--- config.mk ---
export PLATFORM = sky130hd
export DESIGN_NAME = apu_share_arbiter
export DESIGN_NICKNAME = d
export VERILOG_FILES = /design/src/rtl/apu_share_arbiter.sv
export SDC_FILE = /design/constraint.sdc
export NUM_CORES = 1
export LEC_CHECK = 0
export ABC_CLOCK_PERIOD_IN_PS = 3100
export CORE_AREA = 4 4 169 171
export DETAILED_ROUTE_END_ITERATION = 12
export DIE_AREA = 0 0 173 175
export DONT_BUFFER_PORTS = 1
export PLACE_DENSITY = 0.31
export SLEW_MARGIN = 20
export SYNTH_ARGS = -nofsm -noshare
export SYNTH_HDL_FRONTEND = slang
export SYNTH_SLANG_ARGS = --single-unit
--- constraint.sdc ---
create_clock -name clk_i -period 3.1 [get_ports clk_i]
set_input_delay 0.93 -clock clk_i [delete_from_list [all_inputs] [get_ports clk_i]]
set_output_delay 0.93 -clock clk_i [all_outputs]
set_load 0.01 [all_outputs]
--- src/rtl/apu_share_arbiter.sv ---
// Round-robin share of one APU accelerator between NUM_REQ cores; in-order ID FIFO routes results back.
// Grant is combinational with the accelerator grant; responses are registered (1 cycle); no issue while the FIFO is full.
module apu_share_arbiter #(
  parameter int NUM_REQ         = 2,
  parameter int MAX_OUTSTANDING = 4
) (
  input  logic                                 clk_i,
  input  logic                                 rst_ni,
  input  logic [NUM_REQ-1:0]                   req_i,
  output logic [NUM_REQ-1:0]                   gnt_o,
  input  logic [NUM_REQ-1:0][2:0][31:0]        operands_i,
  input  logic [NUM_REQ-1:0][5:0]              op_i,
  input  logic [NUM_REQ-1:0][14:0]             flags_i,
  output logic [NUM_REQ-1:0]                   rvalid_o,
  output logic [31:0]                          result_o,
  output logic [5:0]                           rflags_o,
  output logic                                 acc_req_o,
  input  logic                                 acc_gnt_i,
  output logic [2:0][31:0]                     acc_operands_o,
  output logic [5:0]                           acc_op_o,
  output logic [14:0]                          acc_flags_o,
  input  logic                                 acc_rvalid_i,
  input  logic [31:0]                          acc_result_i,
  input  logic [5:0]                           acc_flags_i,
  output logic                                 err_o,
  output logic [$clog2(MAX_OUTSTANDING):0]     outstanding_o
);
  localparam int IDW = (NUM_REQ > 1) ? $clog2(NUM_REQ) : 1;
  localparam int PW  = (MAX_OUTSTANDING > 1) ? $clog2(MAX_OUTSTANDING) : 1;
  localparam int CW  = $clog2(MAX_OUTSTANDING) + 1;
  localparam logic [CW-1:0]  FULL_CNT = CW'(MAX_OUTSTANDING);
  localparam logic [IDW-1:0] LAST_ID  = IDW'(NUM_REQ - 1);

  typedef enum logic {IDLE, LOCKED} state_t;

  state_t               state_q, state_d;
  logic [IDW-1:0]       rr_q, lock_q, sel, sel_rr, cand;
  logic [IDW-1:0]       fifo_q [MAX_OUTSTANDING];
  logic [PW-1:0]        wr_q, rd_q;
  logic [CW-1:0]        count_q;
  logic                 full, found, areq, issue, pop, drop_err, rsp_err;
  logic [NUM_REQ-1:0]   rvalid_d, rvalid_q;
  logic [31:0]          result_q;
  logic [5:0]           rflags_q;
  logic                 err_q;

  assign full = (count_q == FULL_CNT);

  always_comb begin
    found  = 1'b0;
    sel_rr = '0;
    cand   = '0;
    for (int i = 0; i < NUM_REQ; i++) begin
      cand = IDW'((int'(rr_q) + i) % NUM_REQ);
      if (!found && req_i[cand]) begin
        found  = 1'b1;
        sel_rr = cand;
      end
    end
  end

  always_comb begin
    state_d  = state_q;
    sel      = sel_rr;
    areq     = 1'b0;
    drop_err = 1'b0;
    case (state_q)
      IDLE: begin
        areq = found & ~full;
        if (areq && !acc_gnt_i) state_d = LOCKED;
      end
      LOCKED: begin
        // Selection frozen until the accelerator takes the request.
        sel  = lock_q;
        areq = req_i[lock_q];
        if (!req_i[lock_q]) begin
          drop_err = 1'b1;
          state_d  = IDLE;
        end else if (acc_gnt_i) begin
          state_d  = IDLE;
        end
      end
      default: state_d = IDLE;
    endcase
  end

  // Keep the request low while reset is held so nothing can issue into a flushed FIFO.
  assign acc_req_o      = areq & rst_ni;
  assign issue          = acc_req_o & acc_gnt_i;
  assign acc_operands_o = operands_i[sel];
  assign acc_op_o       = op_i[sel];
  assign acc_flags_o    = flags_i[sel];

  always_comb begin
    gnt_o = '0;
    if (issue) gnt_o[sel] = 1'b1;
  end

  assign pop     = acc_rvalid_i & (count_q != '0);
  assign rsp_err = acc_rvalid_i & (count_q == '0);

  always_comb begin
    rvalid_d = '0;
    if (pop) rvalid_d[fifo_q[rd_q]] = 1'b1;
  end

  always_ff @(posedge clk_i) begin
    if (issue) fifo_q[wr_q] <= sel;
  end

  always_ff @(posedge clk_i or negedge rst_ni) begin
    if (!rst_ni) begin
      state_q  <= IDLE;
      rr_q     <= '0;
      lock_q   <= '0;
      wr_q     <= '0;
      rd_q     <= '0;
      count_q  <= '0;
      rvalid_q <= '0;
      result_q <= '0;
      rflags_q <= '0;
      err_q    <= 1'b0;
    end else begin
      state_q  <= state_d;
      rvalid_q <= rvalid_d;
      err_q    <= err_q | drop_err | rsp_err;
      count_q  <= count_q + CW'(issue) - CW'(pop);
      if (state_q == IDLE && state_d == LOCKED) lock_q <= sel;
      if (issue) begin
        wr_q <= wr_q + 1'b1;
        rr_q <= (sel == LAST_ID) ? '0 : sel + 1'b1;
      end
      if (pop) begin
        rd_q     <= rd_q + 1'b1;
        result_q <= acc_result_i;
        rflags_q <= acc_flags_i;
      end
    end
  end

  assign rvalid_o      = rvalid_q;
  assign result_o      = result_q;
  assign rflags_o      = rflags_q;
  assign err_o         = err_q;
  assign outstanding_o = count_q;

endmodule

==> run_summary.xml, run 1 <==
<?xml version="1.0" encoding="UTF-8"?>
<metrics>
  <group name="layout">
    <metric name="final_common_cell" unit="">sky130_fd_sc_hd__mux2_2</metric>
    <metric name="final_layout_size_suffix_gt1_share" unit="%">58.8</metric>
    <metric name="fin_area" unit="µm²">4450</metric>
    <metric name="mostFrequentLayoutCells" unit="">sky130_fd_sc_hd__mux2_2, sky130_fd_sc_hd__dfrtp_1, sky130_fd_sc_hd__mux2_1</metric>
    <metric name="final_nets" unit="">575</metric>
    <metric name="filler_cell_count" unit="">2925</metric>
    <metric name="area_delta_synth_final" unit="%">19.1</metric>
  </group>
  <group name="global_route">
    <metric name="overflow" unit="">0</metric>
    <metric name="vias_in_the_first_global_route" unit="">2799</metric>
    <metric name="largest_net_degree_at_the_start_of_global_routing" unit="">57</metric>
    <metric name="groute.usage.overall" unit="%">11.9</metric>
    <metric name="initial_antenna_violation_count" unit="">6</metric>
    <metric name="grt_pass1_wl" unit="mm">25.8</metric>
  </group>
  <group name="flow_run">
    <metric name="cap_violations" unit="">0</metric>
  </group>
  <group name="clock_tree">
    <metric name="tritoncts.num_buffers" unit="">5</metric>
    <metric name="cts_num_sinks" unit="">55</metric>
    <metric name="cts_hold_buffers" unit="">0</metric>
    <metric name="max-clock-path-buffers" unit="">2</metric>
    <metric name="clkLatencyLatePin" unit="ns">0.30</metric>
    <metric name="clock_tree_from_tritoncts" unit="">done</metric>
    <metric name="cts-root-buf" unit="">sky130_fd_sc_hd__clkbuf_16</metric>
    <metric name="clk_transition_reported_paths" unit="ns">0.08</metric>
    <metric name="htree_levels" unit="">2</metric>
  </group>
  <group name="route">
    <metric name="detail_route.wirelength" unit="mm">19.7</metric>
    <metric name="ant_nets" unit="">0</metric>
    <metric name="vias" unit="">2558</metric>
    <metric name="wl_per_cell" unit="µm">31.0</metric>
    <metric name="post_drt_via_cell_ratio" unit="">4.03</metric>
    <metric name="remaining_drcs" unit="">0</metric>
    <metric name="detail_route.iter0.violations" unit="">84</metric>
    <metric name="first_pass_iters" unit="">6</metric>
  </group>
  <group name="sta">
    <metric name="minimum_hold_slack" unit="ns">0.316</metric>
    <metric name="fmax" unit="MHz">323</metric>
    <metric name="postLayoutSetupSlackWorst" unit="ns">0.00603</metric>
    <metric name="timing.final.hold_violations" unit="">0</metric>
    <metric name="slew_headroom" unit="%">63.4</metric>
    <metric name="clock-skew-final" unit="ns">0.00605</metric>
    <metric name="min_period" unit="ns">3.09</metric>
    <metric name="final.setup.tns" unit="ns">0</metric>
    <metric name="report.final.slew_viol_count" unit="">0</metric>
    <metric name="rsz0062_at_grt" unit="">yes</metric>
    <metric name="final.period_utilization" unit="%">99.8</metric>
    <metric name="max_slew.worst_pin.slew" unit="ns">0.549</metric>
    <metric name="final-setup-viol-count" unit="">0</metric>
  </group>
  <group name="placement">
    <metric name="dpl_worst_slack" unit="ns">-0.134</metric>
    <metric name="gp_congestion" unit="">1.03</metric>
    <metric name="dp_hpwl" unit="mm">16.9</metric>
    <metric name="port_buffers" unit="">0</metric>
    <metric name="placed_standard_cell_area" unit="µm²">4150</metric>
  </group>
  <group name="critical_path">
    <metric name="timing.critical_path.required" unit="ns">2.17</metric>
    <metric name="critPathSlowestCell" unit="">sky130_fd_sc_hd__mux2_2</metric>
    <metric name="worst_r2r_startpoint" unit="">outstanding_o[2]</metric>
    <metric name="cp-end-kind" unit="">output port</metric>
    <metric name="worst_path_most_repeated_cell" unit="">sky130_fd_sc_hd__buf_12</metric>
    <metric name="criticalPathCategory" unit="">in -&gt; out</metric>
    <metric name="setup.worst_path.start" unit="">req_i[0]</metric>
    <metric name="crit_path_max_incr_delay" unit="ns">0.41</metric>
    <metric name="maximum_fanout_along_the_worst_path" unit="">21</metric>
    <metric name="cp_cell_sequence" unit="">and2b_1, o31ai_4, buf_12, buf_12, mux2_2</metric>
    <metric name="crit_path_start_kind" unit="">primary input</metric>
    <metric name="cp.arrival" unit="ns">2.16</metric>
  </group>
  <group name="floorplan">
    <metric name="floorplan.initialDensity" unit="%">13.9</metric>
    <metric name="die_area" unit="µm²">30300</metric>
    <metric name="die_width" unit="µm">173</metric>
    <metric name="design.portCount" unit="">442</metric>
    <metric name="fp-row-count" unit="">60</metric>
    <metric name="design.core.area" unit="µm²">26900</metric>
    <metric name="die_height" unit="µm">175</metric>
  </group>
  <group name="pwr">
    <metric name="power.leakage" unit="nW">1.65</metric>
    <metric name="ir_worst_vdd" unit="mV">0.304</metric>
    <metric name="power.density" unit="nW/µm²">860</metric>
  </group>
  <group name="logic_synthesis">
    <metric name="synthArstFlopShare" unit="%">92.7</metric>
    <metric name="yosysSeqAreaShare" unit="%">37.4</metric>
    <metric name="syn_area_per_cell" unit="µm²">13.1</metric>
    <metric name="synth_enable_flop_cells" unit="">4</metric>
    <metric name="prevailing_post_synth_register_cell" unit="">sky130_fd_sc_hd__dfrtp_1</metric>
    <metric name="syn-cell-area" unit="µm²">3740</metric>
    <metric name="synth_cell_types" unit="">38</metric>
    <metric name="ff_latch_count_synth" unit="">55</metric>
    <metric name="postSynthCellCount" unit="">286</metric>
    <metric name="yosys_warnings" unit="">0</metric>
    <metric name="synth.net_count" unit="">571</metric>
  </group>
  <group name="worst_hold_path">
    <metric name="holdCritPathClass" unit="">in -&gt; async</metric>
  </group>
  <group name="status">
    <metric name="outcome" unit="">finished, final reports clean</metric>
  </group>
</metrics>
## cells by family (layout without fill, tap and decap cells)
logic type | Yosys count | after routing | synth area share (%)
AND/OR/NAND/NOR | 23 | 23 | 3.75
adder cells (fa/ha/maj) | 7 | 7 | 2.54
multiplexers | 157 | 157 | 47.6
other | 0 | 3 | 0
flip-flops | 55 | 55 | 37.4
buffers and inverters | 27 | 32 | 4.92
XOR/XNOR | 4 | 4 | 0.938
AO/OA/AOI/OAI | 13 | 13 | 2.91
## path summary, 6_finish.rpt
kind	end	slack, ns	cells after the start
max reg2reg	outstanding_o[2]	0.61	8
min	result_o[30]	0.32	0
max	acc_operands_o[11]	0.006	5
min reg2reg	rd_q[1]	0.48	1
min in group clk_i	rd_q[1]	0.48	1
max in group asynchronous	rd_q[1]	2.69	0
## cell type report
class	instances	area, µm²	area share [%]
timing repair buffer	17	241	5.42
inverter	7	26.3	0.590
tap	341	427	9.58
clock inverter	3	33.8	0.759
clock buffer	5	125	2.81
antenna	3	7.51	0.169
multi-input combinational	204	2200	49.3
sequential	55	1400	31.4
## flip-flops by register name, summed over array words and instances, names as in the netlist
signal / count
err_o: 1
wr_q: 2
rvalid_o: 2
rr_q: 1
outstanding_o: 3
rd_q: 2
lock_q: 1
result_o: 32
fifo_q: 4
state_q: 1
rflags_o: 6
## layer usage
metal  vias to the layer above  GRT usage [%]  share of wire, %
li1                       1056              -                 -
met1                      1244           13.2                36
met2                       233           22.0                52
met3                        25           4.87               9.9
met4                         0           1.86               2.1
met5                         -              0                 0
## Yosys cell counts (2+ instances only)
library cell	number	area [µm²]
sky130_fd_sc_hd__mux2_1	86	968
sky130_fd_sc_hd__mux2_2	69	777
sky130_fd_sc_hd__dfrtp_1	51	1280
sky130_fd_sc_hd__buf_2	9	45.0
sky130_fd_sc_hd__buf_6	9	101
sky130_fd_sc_hd__ha_1	6	75.1
sky130_fd_sc_hd__inv_1	6	22.5
sky130_fd_sc_hd__nor3b_1	5	37.5
sky130_fd_sc_hd__edfxtp_1	4	120
sky130_fd_sc_hd__nand2_1	3	11.3
sky130_fd_sc_hd__nand3_1	3	15.0
sky130_fd_sc_hd__nor3_1	3	15.0
sky130_fd_sc_hd__o21ai_0	3	15.0
sky130_fd_sc_hd__nor2b_1	2	12.5
sky130_fd_sc_hd__o22ai_1	2	12.5
sky130_fd_sc_hd__xnor2_1	2	17.5
sky130_fd_sc_hd__xor2_1	2	17.5
## power by group
group | leakage [nW] | switching (mW) | internal [mW] | total [mW]
registers | 0.634 | 0.307 | 0.966 | 1.27
clock network | 0.0776 | 0.296 | 0.313 | 0.609
logic | 0.934 | 0.966 | 0.979 | 1.95
## worst max-delay path: cells and delay by family
| kind | cells | cell delay, ns |
|---|---|---|
| mux | 1 | 0.41 |
| buf+inv | 2 | 0.39 |
| compound gates | 1 | 0.25 |
| simple gates | 1 | 0.17 |
## through the flow
step	util, %	total power [mW]	instances
detailed placement	15.4	3.01	619
finish	16.6	3.83	635
global route	16.6	4.07	634
floorplan	-	2.64	286
CTS	16.3	3.77	631
global placement	15.4	3.00	619
## timing repair
item,in CTS,in global routing
setup endpoints to repair,97,93
buffers inserted,3,1
endpoints found under the hold margin,0,0
resized for setup,12,74
gates cloned,1,1
(Power assumes the default switching activity.)
==> run 2: changes to the inputs <==
--- a/config.mk
+++ b/config.mk
@@ -5,7 +5,7 @@
 export SDC_FILE = /design/constraint.sdc
 export NUM_CORES = 1
 export LEC_CHECK = 0
-export ABC_CLOCK_PERIOD_IN_PS = 3100
+export ABC_CLOCK_PERIOD_IN_PS = 3270
 export CORE_AREA = 4 4 169 171
 export DETAILED_ROUTE_END_ITERATION = 12
 export DIE_AREA = 0 0 173 175
==> constraint.sdc (replaced) <==
create_clock -name clk_i -period 3.27 [get_ports clk_i]
set_input_delay 0.981 -clock clk_i [delete_from_list [all_inputs] [get_ports clk_i]]
set_output_delay 0.981 -clock clk_i [all_outputs]
set_load 0.01 [all_outputs]
==> run_summary.xml, run 2 (same netlist as run 1, synthesis figures left out) <==
<?xml version="1.0" encoding="UTF-8"?>
<metrics>
  <group name="placement">
    <metric name="dp_hpwl" unit="mm">16.9</metric>
    <metric name="gp_congestion" unit="">1.03</metric>
    <metric name="dpl_worst_slack" unit="ns">-0.0731</metric>
    <metric name="port_buffers" unit="">0</metric>
  </group>
  <group name="critical_path">
    <metric name="crit_path_max_incr_delay" unit="ns">0.46</metric>
    <metric name="crit_buf_inv" unit="">2</metric>
    <metric name="cp-end-kind" unit="">output port</metric>
    <metric name="maximum_fanout_along_the_worst_path" unit="">17</metric>
    <metric name="criticalPathCategory" unit="">in -&gt; out</metric>
    <metric name="crit_family" unit="">multiplexers</metric>
    <metric name="timing.critical_path.required" unit="ns">2.29</metric>
    <metric name="cp.arrival" unit="ns">2.23</metric>
    <metric name="crit_path_start_kind" unit="">primary input</metric>
    <metric name="cp_cell_sequence" unit="">and2b_1, o31ai_4, buf_12, buf_12, mux2_1</metric>
    <metric name="worst_path_most_repeated_cell" unit="">sky130_fd_sc_hd__buf_12</metric>
    <metric name="critPathSlowestCell" unit="">sky130_fd_sc_hd__mux2_1</metric>
  </group>
  <group name="layout">
    <metric name="mostFrequentLayoutCells" unit="">sky130_fd_sc_hd__mux2_1, sky130_fd_sc_hd__mux2_2, sky130_fd_sc_hd__dfrtp_1</metric>
    <metric name="area_delta_synth_final" unit="%">17.6</metric>
    <metric name="filler_cell_count" unit="">2945</metric>
    <metric name="largest_reg_flops" unit="">32</metric>
    <metric name="final_nets" unit="">574</metric>
    <metric name="final_layout_size_suffix_gt1_share" unit="%">34.5</metric>
    <metric name="utilization" unit="%">16.4</metric>
    <metric name="final_common_cell" unit="">sky130_fd_sc_hd__mux2_1</metric>
  </group>
  <group name="sta">
    <metric name="clock-skew-final" unit="ns">0.00542</metric>
    <metric name="min_period" unit="ns">3.21</metric>
    <metric name="slew_headroom" unit="%">63.0</metric>
    <metric name="max_slew.worst_pin.slew" unit="ns">0.554</metric>
    <metric name="rsz0062_at_grt" unit="">no</metric>
    <metric name="fmax" unit="MHz">312</metric>
    <metric name="postLayoutSetupSlackWorst" unit="ns">0.0639</metric>
    <metric name="final.period_utilization" unit="%">98.0</metric>
    <metric name="report.final.slew_viol_count" unit="">0</metric>
    <metric name="final-setup-viol-count" unit="">0</metric>
    <metric name="timing.final.hold_violations" unit="">0</metric>
  </group>
  <group name="route">
    <metric name="wl_per_cell" unit="µm">30.6</metric>
    <metric name="first_pass_iters" unit="">4</metric>
    <metric name="remaining_drcs" unit="">0</metric>
    <metric name="detail_route.iter0.violations" unit="">93</metric>
    <metric name="detail_route.wirelength" unit="mm">19.5</metric>
    <metric name="vias" unit="">2585</metric>
    <metric name="post_drt_via_cell_ratio" unit="">4.06</metric>
    <metric name="ant_nets" unit="">0</metric>
  </group>
  <group name="clock_tree">
    <metric name="cts-root-buf" unit="">sky130_fd_sc_hd__clkbuf_16</metric>
    <metric name="clock_tree_from_tritoncts" unit="">done</metric>
    <metric name="htree_levels" unit="">2</metric>
    <metric name="cts_hold_buffers" unit="">0</metric>
    <metric name="cts_num_sinks" unit="">55</metric>
    <metric name="tritoncts.num_buffers" unit="">5</metric>
    <metric name="clkLatencyLatePin" unit="ns">0.29</metric>
    <metric name="clk_transition_reported_paths" unit="ns">0.08</metric>
    <metric name="max-clock-path-buffers" unit="">2</metric>
  </group>
  <group name="floorplan">
    <metric name="die_area" unit="µm²">30300</metric>
    <metric name="die_width" unit="µm">173</metric>
    <metric name="fp-row-count" unit="">60</metric>
    <metric name="floorplan.initialDensity" unit="%">13.9</metric>
    <metric name="die_height" unit="µm">175</metric>
    <metric name="design.core.area" unit="µm²">26900</metric>
    <metric name="design.portCount" unit="">442</metric>
  </group>
  <group name="global_route">
    <metric name="overflow" unit="">0</metric>
    <metric name="vias_in_the_first_global_route" unit="">2869</metric>
    <metric name="grt_pass1_wl" unit="mm">25.7</metric>
    <metric name="largest_net_degree_at_the_start_of_global_routing" unit="">57</metric>
    <metric name="groute.usage.overall" unit="%">11.9</metric>
    <metric name="initial_antenna_violation_count" unit="">21</metric>
  </group>
  <group name="status">
    <metric name="outcome" unit="">finished, final reports clean</metric>
  </group>
  <group name="pwr">
    <metric name="switching_power" unit="mW">1.46</metric>
    <metric name="comb_power_share" unit="%">49.1</metric>
    <metric name="ir_worst_vdd" unit="mV">0.256</metric>
    <metric name="power.share.clock" unit="%">16.3</metric>
    <metric name="power.switching_fraction" unit="%">41.8</metric>
    <metric name="sequentialPowerShare" unit="%">34.5</metric>
    <metric name="power.leakage" unit="nW">1.62</metric>
    <metric name="power.density" unit="nW/µm²">792</metric>
    <metric name="design_power_total" unit="mW">3.48</metric>
    <metric name="internal_power" unit="mW">2.03</metric>
  </group>
  <group name="flow_run">
    <metric name="cap_violations" unit="">0</metric>
  </group>
  <group name="worst_hold_path">
    <metric name="holdCritPathClass" unit="">in -&gt; async</metric>
  </group>
</metrics>
==> run 2: routing by layer <==
layer | vias to the layer above | global-route usage [%] | routed length (µm)
li1 | 1055 | - | -
met1 | 1232 | 12.6 | 6870
met2 | 250 | 22.5 | 10200
met3 | 48 | 5.04 | 1960
met4 | 0 | 1.50 | 466
met5 | - | 0 | 0
==> run 2: power by group through the flow <==
stage / logic [mW] / clock network (mW) / registers (mW)
floorplan: 1.35 / 0 / 1.14
global placement: 1.62 / 0 / 1.23
detailed placement: 1.64 / 0 / 1.21
CTS: 1.72 / 0.601 / 1.21
global route: 1.85 / 0.624 / 1.24
finish: 1.71 / 0.568 / 1.20
==> run 2: final cells by class <==
| class | count | area, µm² | share of cell area (%) |
|---|---|---|---|
| Sequential cell | 55 | 1400 | 31.8 |
| Multi-Input combinational cell | 204 | 2160 | 49.2 |
| Antenna cell | 6 | 15.0 | 0.342 |
| Clock buffer | 5 | 125 | 2.85 |
| Timing Repair Buffer | 16 | 210 | 4.78 |
| Clock inverter | 3 | 33.8 | 0.769 |
| Inverter | 7 | 26.3 | 0.598 |
| Tap cell | 341 | 427 | 9.71 |
==> run 2: final timing paths <==
| path | to | slack (ns) | startpoint | depth (start not counted) |
|---|---|---|---|---|
| worst min register to register | rd_q[1] | 0.48 | rd_q[1] | 1 |
| max in group asynchronous | state_q | 2.81 | rst_ni | 0 |
| min in group clk_i | rd_q[1] | 0.48 | rd_q[1] | 1 |
| worst max register to register | outstanding_o[2] | 0.67 | outstanding_o[1] | 8 |
| worst max-delay path | acc_operands_o[86] | 0.06 | req_i[0] | 5 |
| worst min-delay path | rflags_o[1] | 0.37 | rst_ni | 0 |
==> run 2: metrics by stage <==
stage / hold WS [ns] / instance area (µm²) / std cells / TNS, ns
2_1_floorplan: 0.453 / 3740 / 286 / 0
3_3_place_gp: 0.471 / 4150 / 619 / -0.933
3_5_place_dp: 0.473 / 4150 / 619 / -2.02
4_1_cts: 0.358 / 4350 / 629 / 0
5_1_grt: 0.348 / 4380 / 631 / 0
6_report: 0.371 / 4400 / 637 / 0
==> run 2: timing repair <==
item,4_1_cts,5_1_grt
resized for setup,1,4
setup endpoints to repair,57,22
gates cloned,1,0
setup buffers,1,2
==> run 2: worst reg2reg max path: stages (launching register included) <==
cell and delay, ns:
sky130_fd_sc_hd__dfrtp_1 0.50, sky130_fd_sc_hd__nor3b_1 0.54, sky130_fd_sc_hd__o22a_1 0.43, sky130_fd_sc_hd__or2_2 0.18, sky130_fd_sc_hd__ha_1 0.12, sky130_fd_sc_hd__inv_1 0.04
sky130_fd_sc_hd__ha_1 0.18, sky130_fd_sc_hd__fa_1 0.38, sky130_fd_sc_hd__xnor2_1 0.14
==> run 3: changes to the inputs <==
--- a/config.mk
+++ b/config.mk
@@ -6,11 +6,10 @@
 export NUM_CORES = 1
 export LEC_CHECK = 0
 export ABC_CLOCK_PERIOD_IN_PS = 3270
-export CORE_AREA = 4 4 169 171
+export CORE_AREA = 4 4 168 170
 export DETAILED_ROUTE_END_ITERATION = 12
-export DIE_AREA = 0 0 173 175
-export DONT_BUFFER_PORTS = 1
-export PLACE_DENSITY = 0.31
+export DIE_AREA = 0 0 172 174
+export PLACE_DENSITY = 0.53
 export SLEW_MARGIN = 20
 export SYNTH_ARGS = -nofsm -noshare
 export SYNTH_HDL_FRONTEND = slang
==> run_summary.xml, run 3 (same netlist as run 1, synthesis figures left out) <==
<?xml version="1.0" encoding="UTF-8"?>
<metrics>
  <group name="critical_path">
    <metric name="reg2reg_depth" unit="">11</metric>
    <metric name="cp.arrival" unit="ns">2.75</metric>
    <metric name="timing.critical_path.required" unit="ns">2.29</metric>
    <metric name="criticalPathCategory" unit="">in -&gt; out</metric>
    <metric name="setup.worst_path.start" unit="">req_i[0]</metric>
    <metric name="worst_r2r_startpoint" unit="">state_q</metric>
    <metric name="rrSetupSlack" unit="ns">0.49</metric>
    <metric name="cp-end-kind" unit="">output port</metric>
    <metric name="maximum_fanout_along_the_worst_path" unit="">7</metric>
    <metric name="crit_path_max_incr_delay" unit="ns">0.29</metric>
    <metric name="crit_family" unit="">buffers and inverters</metric>
    <metric name="cp_cell_sequence" unit="">buf_6, and2b_2, o31ai_4, buf_6, buf_12, buf_12, buf_12, buf_8, buf_8, buf_6, mux2_4, buf_6</metric>
    <metric name="crit_path_start_kind" unit="">primary input</metric>
    <metric name="crit_buf_inv" unit="">9</metric>
    <metric name="critPathSlowestCell" unit="">sky130_fd_sc_hd__o31ai_4</metric>
    <metric name="worst_path_most_repeated_cell" unit="">sky130_fd_sc_hd__buf_6</metric>
    <metric name="r2r_end" unit="">outstanding_o[2]</metric>
  </group>
  <group name="clock_tree">
    <metric name="tritoncts.num_buffers" unit="">5</metric>
    <metric name="max-clock-path-buffers" unit="">2</metric>
    <metric name="cts_num_sinks" unit="">55</metric>
    <metric name="clock_tree_from_tritoncts" unit="">done</metric>
    <metric name="clkLatencyLatePin" unit="ns">0.29</metric>
    <metric name="cts_hold_buffers" unit="">0</metric>
    <metric name="cts-root-buf" unit="">sky130_fd_sc_hd__clkbuf_16</metric>
    <metric name="htree_levels" unit="">2</metric>
    <metric name="clk_transition_reported_paths" unit="ns">0.07</metric>
  </group>
  <group name="floorplan">
    <metric name="design.core.area" unit="µm²">26700</metric>
    <metric name="die_width" unit="µm">172</metric>
    <metric name="die_area" unit="µm²">29900</metric>
    <metric name="fp-row-count" unit="">60</metric>
    <metric name="design.portCount" unit="">442</metric>
    <metric name="die_height" unit="µm">174</metric>
    <metric name="floorplan.initialDensity" unit="%">14.0</metric>
  </group>
  <group name="sta">
    <metric name="report.final.slew_viol_count" unit="">0</metric>
    <metric name="slew_headroom" unit="%">62.6</metric>
    <metric name="min_period" unit="ns">3.73</metric>
    <metric name="final.period_utilization" unit="%">114</metric>
    <metric name="final.setup.tns" unit="ns">-36.75</metric>
    <metric name="final-setup-viol-count" unit="">119</metric>
    <metric name="timing.final.hold_violations" unit="">0</metric>
    <metric name="postLayoutSetupSlackWorst" unit="ns">-0.458</metric>
    <metric name="clock-skew-final" unit="ns">0.0118</metric>
    <metric name="rsz0062_at_grt" unit="">yes</metric>
    <metric name="max_slew.worst_pin.slew" unit="ns">0.561</metric>
    <metric name="fmax" unit="MHz">268</metric>
  </group>
  <group name="global_route">
    <metric name="initial_antenna_violation_count" unit="">3</metric>
    <metric name="overflow" unit="">0</metric>
    <metric name="grt_pass1_wl" unit="mm">32.5</metric>
    <metric name="vias_in_the_first_global_route" unit="">4856</metric>
    <metric name="groute.usage.overall" unit="%">14.6</metric>
    <metric name="largest_net_degree_at_the_start_of_global_routing" unit="">43</metric>
  </group>
  <group name="placement">
    <metric name="port_buffers" unit="">441</metric>
    <metric name="placed_standard_cell_area" unit="µm²">8700</metric>
    <metric name="dp_hpwl" unit="mm">19.8</metric>
    <metric name="gp_congestion" unit="">0.867</metric>
  </group>
  <group name="layout">
    <metric name="mostFrequentLayoutCells" unit="">sky130_fd_sc_hd__clkdlybuf4s50_1, sky130_fd_sc_hd__buf_6, sky130_fd_sc_hd__mux2_4</metric>
    <metric name="area_delta_synth_final" unit="%">180</metric>
    <metric name="fin_area" unit="µm²">10500</metric>
    <metric name="final_common_cell" unit="">sky130_fd_sc_hd__clkdlybuf4s50_1</metric>
    <metric name="largest_reg_flops" unit="">32</metric>
    <metric name="final_layout_size_suffix_gt1_share" unit="%">48.5</metric>
    <metric name="final_nets" unit="">1105</metric>
  </group>
  <group name="pwr">
    <metric name="power.leakage" unit="nW">4.62</metric>
    <metric name="ir_worst_vdd" unit="mV">0.322</metric>
    <metric name="power.density" unit="nW/µm²">631</metric>
  </group>
  <group name="flow_run">
    <metric name="cap_violations" unit="">0</metric>
  </group>
  <group name="worst_hold_path">
    <metric name="holdCritPathClass" unit="">reg -&gt; reg</metric>
    <metric name="hold_path_startpoint" unit="">rd_q[1]</metric>
    <metric name="timing.hold.worst_endpoint" unit="">rd_q[1]</metric>
    <metric name="whs_path_depth" unit="">1</metric>
  </group>
  <group name="route">
    <metric name="remaining_drcs" unit="">0</metric>
    <metric name="post_drt_via_cell_ratio" unit="">3.91</metric>
    <metric name="wl_per_cell" unit="µm">20.6</metric>
    <metric name="detail_route.iter0.violations" unit="">101</metric>
    <metric name="vias" unit="">4551</metric>
    <metric name="detail_route.wirelength" unit="mm">24.0</metric>
    <metric name="first_pass_iters" unit="">4</metric>
    <metric name="ant_nets" unit="">0</metric>
  </group>
  <group name="status">
    <metric name="outcome" unit="">finished with violations</metric>
    <metric name="violations" unit="">setup timing</metric>
  </group>
</metrics>
[run 3: what timing repair did]
action	4_1_cts	5_1_grt
buffers inserted	56	35
resized for setup	757	112
gates cloned	4	0
pin swaps	1	1
setup endpoints to repair	122	120
[run 3: cell type report]
type / count / area [µm²]
fill: 2622 / 16300
clock inverter: 2 / 38.8
clock buffer: 6 / 129
sequential: 55 / 1400
tap: 341 / 427
timing repair buffer: 547 / 5830
multi-input combinational: 204 / 2600
inverter: 7 / 26.3
antenna: 1 / 2.50
[run 3: worst max-delay path by stage]
stage          slack (ns)                  to  cells after the start
6_report            -0.46  acc_operands_o[78]                     12
5_1_grt             -0.52  acc_operands_o[35]                     12
4_1_cts             -0.52      acc_flags_o[0]                     14
3_5_place_dp        -0.90  acc_operands_o[71]                      8
3_3_place_gp        -0.88      acc_flags_o[0]                      7
2_1_floorplan        0.19  acc_operands_o[87]                      5
[run 3: metal layers]
| metal | global-route usage (%) | wire [µm] |
|---|---|---|
| met3 | 4.43 | 2000 |
| met5 | 0 | 13 |
| met4 | 1.87 | 260 |
| met1 | 17.5 | 9470 |
| met2 | 26.3 | 12200 |
[run 3: where the power goes]
part           switching (mW)  leakage (nW)  internal [mW]
sequential              0.147         0.634          0.916
combinational            1.69          3.91           3.22
clock                   0.248        0.0815          0.365
total                    2.09          4.62           4.50
[run 3: through the flow]
step	utilization, %	instances	hold WS (ns)	setup slack (ns)	total power, mW
floorplan	-	286	0.453	0.192	2.50
global placement	32.6	1078	0.470	-0.876	4.39
global route	39.1	1163	0.512	-0.516	6.96
finish	39.1	1163	0.482	-0.458	6.59
CTS	37.5	1145	0.495	-0.518	6.32
detailed placement	32.6	1078	0.471	-0.902	4.38
